**src/rtl/vx_ibuffer_rr.sv**
```systemverilog
// vx_ibuffer_rr: per-warp instruction FIFOs, round-robin arbiter and
// a registered output stage feeding dispatch.
module vx_ibuffer_rr #(
  parameter int NUM_WARPS = 4,
  parameter int DEPTH = 2,
  parameter int DATAW = 128,
  localparam int NW_BITS = $clog2(NUM_WARPS)
) (
  input  logic                 clk,
  input  logic                 reset,
  input  logic                 in_valid,
  input  logic [NW_BITS-1:0]   in_wid,
  input  logic [DATAW-1:0]     in_data,
  output logic                 in_ready,
  output logic                 out_valid,
  output logic [NW_BITS-1:0]   out_wid,
  output logic [DATAW-1:0]     out_data,
  input  logic                 out_ready,
  input  logic                 flush_valid,
  input  logic [NW_BITS-1:0]   flush_wid,
  output logic [NUM_WARPS-1:0] warp_full,
  output logic [NUM_WARPS-1:0] warp_empty
);

  localparam int AW = $clog2(DEPTH);
  localparam int PW = AW + 1;

  logic [DATAW-1:0]     mem [NUM_WARPS][DEPTH];
  logic [PW-1:0]        wr_ptr [NUM_WARPS];
  logic [PW-1:0]        rd_ptr [NUM_WARPS];
  logic [NW_BITS-1:0]   rr_ptr;
  logic [NUM_WARPS-1:0] elig;
  logic [NW_BITS-1:0]   win;
  logic [NW_BITS-1:0]   idx;
  logic                 found;
  logic                 push;
  logic                 pop;
  logic                 kill;
  logic                 load_en;

  always_comb begin
    for (int w = 0; w < NUM_WARPS; w++) begin
      warp_full[w]  = (wr_ptr[w] - rd_ptr[w]) == PW'(DEPTH);
      warp_empty[w] = wr_ptr[w] == rd_ptr[w];
      elig[w] = !warp_empty[w] &&
                !(flush_valid && flush_wid == NW_BITS'(w));
    end
  end

  assign in_ready = !warp_full[in_wid] &&
                    !(flush_valid && flush_wid == in_wid);
  assign push = in_valid && in_ready;

  // A stalled output belonging to the flushed warp is dropped.
  assign kill = flush_valid && out_valid &&
                flush_wid == out_wid && !out_ready;
  assign load_en = !out_valid || out_ready || kill;

  // rr_ptr holds the first warp to consider (last grant + 1).
  always_comb begin
    found = 1'b0;
    win   = '0;
    idx   = '0;
    for (int i = 0; i < NUM_WARPS; i++) begin
      idx = rr_ptr + NW_BITS'(i);
      if (!found && elig[idx]) begin
        found = 1'b1;
        win   = idx;
      end
    end
  end

  assign pop = load_en && found;

  always_ff @(posedge clk or negedge reset) begin
    if (!reset) begin
      for (int w = 0; w < NUM_WARPS; w++) begin
        wr_ptr[w] <= '0;
        rd_ptr[w] <= '0;
      end
    end else begin
      for (int w = 0; w < NUM_WARPS; w++) begin
        if (flush_valid && flush_wid == NW_BITS'(w)) begin
          rd_ptr[w] <= wr_ptr[w];
        end else begin
          if (push && in_wid == NW_BITS'(w))
            wr_ptr[w] <= wr_ptr[w] + 1'b1;
          if (pop && win == NW_BITS'(w))
            rd_ptr[w] <= rd_ptr[w] + 1'b1;
        end
      end
    end
  end

  always_ff @(posedge clk) begin
    if (push)
      mem[in_wid][wr_ptr[in_wid][AW-1:0]] <= in_data;
  end

  always_ff @(posedge clk or negedge reset) begin
    if (!reset) begin
      out_valid <= 1'b0;
      out_wid   <= '0;
      out_data  <= '0;
      rr_ptr    <= '0;
    end else if (load_en) begin
      out_valid <= found;
      if (found) begin
        out_wid  <= win;
        out_data <= mem[win][rd_ptr[win][AW-1:0]];
        rr_ptr   <= win + 1'b1;
      end
    end
  end

endmodule

```
**config.mk**
```make
export PLATFORM = sky130hd
export DESIGN_NAME = vx_ibuffer_rr
export DESIGN_NICKNAME = d
export VERILOG_FILES = /design/src/rtl/vx_ibuffer_rr.sv
export SDC_FILE = /design/constraint.sdc
export NUM_CORES = 1
export LEC_CHECK = 0
export CAP_MARGIN = 20
export CORE_MARGIN = 3
export CORE_UTILIZATION = 40
export CTS_BUF_LIST = sky130_fd_sc_hd__clkbuf_2 sky130_fd_sc_hd__clkbuf_4 sky130_fd_sc_hd__clkbuf_8
export DETAILED_ROUTE_END_ITERATION = 7
export REMOVE_ABC_BUFFERS = 1
export SYNTH_ARGS = -nofsm -noshare
export SYNTH_HDL_FRONTEND = slang
export SYNTH_SLANG_ARGS = --single-unit
```
**constraint.sdc**
```tcl
create_clock -name clk -period 9.9 [get_ports clk]
set_clock_uncertainty 0.1 [all_clocks]
set_input_delay 2.475 -clock clk [delete_from_list [all_inputs] [get_ports clk]]
set_output_delay 2.475 -clock clk [all_outputs]
set_load 0.1 [all_outputs]
```
==> summary.md <==
| Metric | Value |
|---|---|
| Hold_buf cts | `0` |
| Die area | `roughly 120000 µm²` |
| RSZ-0062 raised after global routing | `no` |
| Post-synth EDFFs | `approximately 1000` |
| Area grow syn2layout | `18.1%` |
| Commonest cells in the synthesized netlist | `nand2_1, edfxtp_1, nand3_1` |
| Seq/Total Area, Yosys | `between 70% and 80%` |
| Main flop type after synthesis | `edfxtp_1` |
| Area contributors post-synth | `edfxtp_1, nand3_1, nand2_1` |
| CP arrival | `about 5500 ps` |
| Cells after Synth | `3585` |
| WL/cell | `~21 µm` |
| First-pass GRT wire length | `~170000 µm` |
| CTS Buf Count | `around 190` |
| Library cells used by synthesis | `43` |
| Endpoints failing setup | `0` |
| FFs w/ async S/R, synth | `12.7%` |
| Drt pass-1 iters | `5` |
| CP Launch Type | `primary input` |
| Status | `complete, no violations` |
| Synth warn | `0` |
| Clock Path Buffers | `3` |
| Clock Latency Late Sink | `roughly 860 ps` |
| Post-CTS resize count | `0` |
| Die Width | `around 340 µm` |
| Die Height | `around 340 µm` |
| Slew HR | `between 20 and 25%` |
| IO buf count | `~280` |
| Vias per Instance | `~5.2` |
| Vias | `approximately 29000` |
| Final Max Tran Viols | `0` |
| Root Driver | `clkbuf_8` |
| Final Hold Fails | `0` |
| Post-Place Cells | `~5200` |
| Detailed Place HPWL | `between 50000 and 60000 µm` |
| HP Class | `reg -> reg` |
| CP max FO | `11` |
| Post-synth top area cell | `edfxtp_1` |
| First-iteration detailed-routing DRC count | `between 2000 and 2500` |
| Class of the most critical setup path | `in -> out` |
| GRT Util Overall | `19.2%` |
| Clock transition at path regs | `~50 ps` |
| FMAX | `between 100 and 150 MHz` |
| Initial antenna violation count | `18` |
| Tmin final | `around 8000 ps` |
| IO Count | `~280` |
| Flops & latches, synth | `~1200` |
| Final wirelength | `114000 µm` |
| # Max-Cap Violations | `0` |
| Synthesized area per cell | `12.7 µm²` |
| Sink Count | `~1200` |
| Core footprint | `112000 µm²` |
| Final cell count without fillers | `between 5000 and 6000` |
| Layout cells sized above 1 | `just under 10%` |
| H-tree lvl count | `4` |
| Grt ovf | `0` |
| Setup Fix Bufs, Post-CTS | `0` |
| RePlAce Congestion | `0.724` |
| Worst path required time | `around 7300 ps` |
| DRC | `0` |
| Starting Density | `between 40 and 50%` |
| Vias in the first global route | `roughly 28000` |
| CTS tree | `done` |
| Share of the synthesized area in the top cell type | `about two thirds` |
| Core Rows | `around 120` |
| Most common cell in the synthesized netlist | `nand2_1` |
| Post-route ant nets | `0` |
| Final Cycle Share | `between 80% and 90%` |
| Largest net degree at the start of global routing | `206` |
| Cell Area, Synth | `approximately 45000 µm²` |
| Endpoint class of the critical path | `output pin` |
| Worst-Margin Slew | `1160 ps` |
| Nets | `~4000` |
## metal layers
layer  track usage [%]  vias to the layer above  wire [µm]
met5                 0                        -        115
met4              5.70                       18       2360
met3              4.83                      208       7350
met2              30.4                      760      52900
met1              26.3                    14400      50900
li1                  -                    13400          -
## per-stage QoR
step	hold WS [ps]	cell area, µm²	setup TNS, ps	utilization, %	setup WS, ps
floorplan	380	44300	-1618240	-	-12120
global placement	399	49500	0	44.4	1830
detailed placement	403	49500	0	44.4	1890
CTS	413	53600	0	48.0	1870
global route	427	53600	0	48.0	1650
finish	413	53600	0	48.0	1860
## final timing paths
| check | startpoint | end | slack [ps] | depth (start not counted) |
|---|---|---|---|---|
| min reg2reg | wr_ptr[7]$_DFFE_PN0P_ | wr_ptr[7]$_DFFE_PN0P_ | 410 | 1 |
| min in group asynchronous | reset | out_data[24]$_DFFE_PN0P_ | 1620 | 1 |
| max in group asynchronous | reset | out_data[58]$_DFFE_PN0P_ | 6670 | 2 |
| max reg2reg | rd_ptr[6]$_DFFE_PN0P_ | mem[2][184]$_DFFE_PP_ | 5790 | 8 |
| max | in_wid[1] | in_ready | 1860 | 6 |
| min | wr_ptr[7]$_DFFE_PN0P_ | wr_ptr[7]$_DFFE_PN0P_ | 410 | 1 |
## logic make-up (layout without fill, tap and decap cells)
| logic type | Yosys count | after routing | synth area share, % |
|---|---|---|---|
| buf+inv | 238 | 673 | 2.46 |
| xor+xnor | 24 | 24 | 0.463 |
| simple gates | 1983 | 1983 | 18.7 |
| other cells | 0 | 14 | 0 |
| mux | 4 | 4 | 0.0937 |
| compound gates | 163 | 163 | 2.28 |
| flops | 1173 | 1173 | 76.0 |
## state kept, by name, summed over array words and instances, names as in the netlist
name / cells
mem: 1024
out_data: 128
rd_ptr: 8
wr_ptr: 8
out_wid: 2
rr_ptr: 2
out_valid: 1
## cells in the final DEF (no fill, tap or decap), types with 5 or more instances in the layout
cell and n:
xor2_1 20, clkbuf_8 221, diode_2 14, nand3_1 777
clkinv_1 25, nand2_1 1030, buf_12 17, nor2_4 7
a21oi_1 10, clkinv_2 10, buf_4 20, clkinv_8 7
inv_1 5, clkbuf_4 86, clkdlybuf4s50_1 275, o21ai_0 8
dfrtp_1 149, nor2b_1 5, edfxtp_1 1024, a31oi_1 128
nor2_1 143
## final cells by class
type | instances | area (µm²)
fillers | 9803 | 58000
flip-flops and latches | 1173 | 34500
multi-input cells | 2174 | 9890
clock buffers | 306 | 3670
repair buffers | 313 | 3260
well taps | 1488 | 1860
clock inverters | 49 | 383
diodes | 14 | 35.0
inverters | 5 | 18.8
## critical path: stages
cell	delay [ps]
clkdlybuf4s50_1	710
xnor2_1	130
and3b_1	190
a2111oi_0	600
or2_2	220
clkdlybuf4s50_1	1120
Power is not shown: default switching activity piles up to over one toggle a cycle in this logic, so the estimate is an artifact.
